**config.mk**
```make
export PLATFORM = sky130hd
export DESIGN_NAME = gray_encoder_stream
export DESIGN_NICKNAME = d
export VERILOG_FILES = /design/src/rtl/gray_encoder_stream.sv
export SDC_FILE = /design/constraint.sdc
export NUM_CORES = 1
export LEC_CHECK = 0
export ABC_CLOCK_PERIOD_IN_PS = 2650
export BUFFER_PORTS_ARGS = -buffer_cell sky130_fd_sc_hd__buf_2
export CAP_MARGIN = 20
export CORE_MARGIN = 3
export CORE_UTILIZATION = 45
export DETAILED_ROUTE_END_ITERATION = 10
export PLACE_DENSITY = 0.75
export RECOVER_POWER = 50
export SYNTH_ARGS = -nofsm -noshare
export SYNTH_HDL_FRONTEND = slang
export SYNTH_SLANG_ARGS = --single-unit
```
**constraint.sdc**
```tcl
create_clock -name clk -period 2.65 [get_ports clk]
set_clock_uncertainty 0.05 [all_clocks]
set_input_delay 0.3975 -clock clk [delete_from_list [all_inputs] [get_ports clk]]
set_output_delay 0.3975 -clock clk [all_outputs]
set_load 0.03 [all_outputs]
```
**src/rtl/gray_encoder_stream.sv**
```systemverilog
// Binary-to-Gray encoder with a 2-entry output FIFO, adjacency flag and
// an optional free-running counter source for continuous Gray sequences.
module gray_encoder_stream #(
   parameter int WIDTH = 4,
   parameter int CNT_W = 8
) (
   input  logic             clk,
   input  logic             rst,
   input  logic             in_valid,
   output logic             in_ready,
   input  logic [WIDTH-1:0] in_bin,
   input  logic             cnt_mode,
   output logic             out_valid,
   input  logic             out_ready,
   output logic [WIDTH-1:0] out_gray,
   output logic             out_adj,
   output logic [CNT_W-1:0] tx_count
);

   // Handshakes: a word moves on a rising edge where valid && ready are both
   // high; valid never depends on ready, and in_ready never depends on out_ready.

   logic [WIDTH-1:0] mem [2];
   logic             head;
   logic             tail;
   logic [1:0]       count;
   logic             mode_q;
   logic [WIDTH-1:0] ctr;
   logic [WIDTH-1:0] last_sent;
   logic [CNT_W-1:0] tx_cnt_q;

   logic             src_valid;
   logic [WIDTH-1:0] src_word;
   logic [WIDTH-1:0] src_gray;
   logic             not_full;
   logic             push;
   logic             pop;

   function automatic logic [WIDTH-1:0] bin_to_gray(input logic [WIDTH-1:0] b);
      logic [WIDTH-1:0] g;
      g[WIDTH-1] = b[WIDTH-1];
      for (int i = 0; i < WIDTH - 1; i++) begin
         g[i] = b[i+1] ^ b[i];
      end
      return g;
   endfunction

   function automatic int unsigned popcount(input logic [WIDTH-1:0] v);
      int unsigned n;
      n = 0;
      for (int i = 0; i < WIDTH; i++) begin
         n = n + int'(v[i]);
      end
      return n;
   endfunction

   // The registered mode selects the source, so a cnt_mode change is seen one cycle later.
   always_comb begin
      src_valid = in_valid;
      src_word  = in_bin;
      if (mode_q) begin
         src_valid = 1'b1;
         src_word  = ctr;
      end
   end

   assign src_gray  = bin_to_gray(src_word);
   assign not_full  = (count != 2'd2);
   assign push      = src_valid && not_full;
   assign out_valid = (count != 2'd0);
   assign pop       = out_valid && out_ready;
   assign in_ready  = !mode_q && not_full;
   assign out_gray  = out_valid ? mem[head] : '0;
   assign out_adj   = out_valid && (popcount(out_gray ^ last_sent) == 1);
   assign tx_count  = tx_cnt_q;

   always_ff @(posedge clk or posedge rst) begin
      if (rst) begin
         mem[0] <= '0;
         mem[1] <= '0;
         head   <= 1'b0;
         tail   <= 1'b0;
         count  <= 2'd0;
      end else begin
         if (push) begin
            mem[tail] <= src_gray;
            tail      <= ~tail;
         end
         if (pop) begin
            head <= ~head;
         end
         case ({push, pop})
            2'b10:   count <= count + 2'd1;
            2'b01:   count <= count - 2'd1;
            default: count <= count;
         endcase
      end
   end

   always_ff @(posedge clk or posedge rst) begin
      if (rst) begin
         mode_q    <= 1'b0;
         ctr       <= '0;
         last_sent <= '0;
         tx_cnt_q  <= '0;
      end else begin
         mode_q <= cnt_mode;
         if (mode_q && push) begin
            ctr <= ctr + WIDTH'(1);
         end
         if (pop) begin
            last_sent <= mem[head];
            tx_cnt_q  <= tx_cnt_q + CNT_W'(1);
         end
      end
   end

endmodule

```
==> metrics.md <==
| Metric | Value |
|---|---|
| CP peak stage delay | 510 ps |
| Die height | 62.9 microns |
| Top_reg_cell synth | dfrtp_1 |
| R2R Path Start | count[0] |
| # setup viols final | 1 |
| Post-DRT Antenna Nets | 0 |
| Post-CTS Setup Bufs | 0 |
| Maxcap violations | 0 |
| Post-Syn Instances | 122 |
| H-tree depth | 2 |
| Fin crit period | 3100 ps |
| Placed cell count | 194 |
| Vias in the first global route | 1078 |
| Core area | 3080 sq um |
| CTS root buf | clkbuf_4 |
| Critical path origin | head |
| Routed len/inst | 12.2 microns |
| RSZ-0062 raised after global routing | yes |
| Min-Delay Path Depth | 1 |
| Detailed-route via count | 951 |
| P&R area growth vs syn | 26.7% |
| Die area | 3960 sq um |
| Post-synth top cells | dfrtp_1 (29), xnor2_1 (20), nand2_1 (11) |
| Fill cells | 272 |
| Post-route cell area | 1850 sq um |
| Status | complete, but fails checks |
| Diode count | 0 |
| Global-route wire length before repair | 4600 microns |
| Layout cell share with drive strength beyond 1 | 38.0% |
| Netlist cell types | 23 |
| Initial Utilization | 47.4% |
| Total clock buffers created by CTS | 5 |
| Crit path required time | 2200 ps |
| Hpwl dp | 1930 microns |
| Via/cell ratio | 4.71 |
| Worst Path Max Fanout | 4 |
| Mean area per synthesized cell | 11.9 sq um |
| FFs w/ async S/R, synth | 100% |
| Die width | 62.9 microns |
| DR pass1 iterations | 4 |
| Maximum clock path buffer count | 2 |
| CP endpoint kind | output pin |
| Clock slew at the register clock pins of the worst setup and hold paths | 90 ps |
| Leading area contributor after synthesis | dfrtp_1 |
| Initial antenna violation count | 0 |
| Non-Filler Instances | 202 |
| Clk sinks | 29 |
| Register-to-register setup slack | 840 ps |
| Tot GR Track Use | 14.9% |
| Final Cycle Share | 117% |
| Final TNS setup | -455 ps |
| IO Count | 24 |
| Final #Nets | 172 |
| Mapped Area | 1460 sq um |
| Most frequent cell after synthesis | dfrtp_1 |
| Ranking of synthesized cells by area | dfrtp_1 (50%), xnor2_1 (12%), mux2i_1 (4.8%) |
| Worst slew pin tran | 1470 ps |
| Synth warn | 0 |
| Crit-path slowest cell | fa_1 |
| Synth Register Bits | 29 |
| Critical path class | reg -> out |
| Max Clk Rate | 322 MHz |
| Total grt overflow | 0 |
| Max_slew headroom | 1.86% |
| CP top delay family | adder cells |
| DRC Markers | 0 |
| CTS tree | yes |
| CP arrival | 2660 ps |
| Routed WL | 2470 microns |
| Final Hold Viols | 0 |
| PortBufs | 23 |
| Std-Cell Rows | 20 |
| Worst R2R Path Depth | 6 |
| Post-synth top area share | 49.8% |
| Register area share after synthesis | 49.8% |
| Syn_nets | 137 |
| CP Cell Sequence | mux2i_4 > nor2_4 > xor2_2 > fa_1 > ha_2 > ha_4 > nor4b_4 > buf_6 |
| Placer Congestion | 0.726 |
| Final Slew Violations | 0 |
| Worst hold path type | in -> reg |
| Worst Hold Endpoint | mode_q |
| Type of origin of the critical path | flip-flop |
| Drt initial violations | 21 |
| Critical R2R Capture | count[1] |
| Worst setup margin | -455 ps |
| Failing checks | negative setup slack |
| Number of synthesized flops with an enable pin | 0 |
| HP Start | cnt_mode |
| Hold buffers post-CTS | 0 |
| Clk_lat worst skew | 320 ps |
| Post-Place Cell Area | 1750 sq um |
| Largest net degree at the start of global routing | 30 |
| Buf/Inv on CP | 1 |
## sequential cells by signal (all words and copies together), names as in the netlist
| name | flops |
|---|---|
| head | 1 |
| tail | 1 |
| mem | 8 |
| mode_q | 1 |
| count | 2 |
| last_sent | 4 |
| tx_count | 8 |
| ctr | 4 |
## worst reg2reg max path, delay by kind of cell (launching register included)
kind | cells | cell delay (ps)
AO/OA/AOI/OAI | 1 | 210
XOR/XNOR | 1 | 150
adder cells (fa/ha/maj) | 1 | 370
buffers and inverters | 1 | 170
flip-flops | 1 | 400
AND/OR/NAND/NOR | 2 | 390
## cell type report
class                           instances  area (sq um)  area share, %
Tap cell                               44          55.1           2.98
Timing Repair Buffer                   32           181           9.82
Inverter                                3          11.3          0.610
Clock buffer                            7          65.1           3.52
Clock inverter                          1          5.00          0.271
Sequential cell                        29           727           39.4
Multi-Input combinational cell         86           802           43.4
## cell usage in the layout, fill, tap and decap left out, drive strengths merged, types with 2 or more instances in the layout
master,netlist,final
nand4,3,3
xnor2,20,20
mux2,10,10
nand2,11,11
o21ai,6,6
xor2,5,5
mux2i,7,7
inv,3,3
buf,4,30
dfrtp,29,29
nor2,8,8
nand3,2,2
clkbuf,0,9
and3,2,2
ha,5,5
## how the worst max path moves through the flow
stage                    to  slack (ps)  depth (start not counted)
CTS                 out_adj        -470                          8
finish              out_adj        -450                          8
global placement    out_adj        -130                          8
floorplan           out_adj        -210                          8
detailed placement  out_adj        -210                          8
global route        out_adj        -580                          8
## logic make-up after synthesis
| family | Yosys count | synth area share, % |
|---|---|---|
| AND/OR/NAND/NOR | 31 | 12.0 |
| flip-flops | 29 | 49.8 |
| XOR/XNOR | 25 | 15.0 |
| multiplexers | 17 | 12.5 |
| AO/OA/AOI/OAI | 7 | 2.83 |
| buffers and inverters | 7 | 2.15 |
| adder cells (fa/ha/maj) | 6 | 5.67 |
## repair_timing
| item | CTS | global route |
|---|---|---|
| gates resized for setup | 2 | 4 |
| pin swaps | 0 | 1 |
| setup endpoints to repair | 1 | 1 |
## routing by layer
metal / wire [microns] / GRT usage [%] / vias to the layer above
met5: 0 / 0 / -
met3: 122 / 3.78 / 8
li1: - / - / 477
met2: 1210 / 24.9 / 22
met1: 1070 / 16.8 / 444
met4: 68 / 9.09 / 0
## per-stage QoR
| step | setup WS (ps) | util [%] | hold slack [ps] |
|---|---|---|---|
| global placement | -127 | 57.0 | 407 |
| CTS | -474 | 59.4 | 72.7 |
| global route | -583 | 60.0 | 96.3 |
| detailed placement | -207 | 57.0 | 412 |
| floorplan | -206 | - | 379 |
| finish | -455 | 60.0 | 129 |
Power is left out: the tool's default activity adds up to more than one toggle a clock period on the data nets, which glitch-free logic cannot reach.
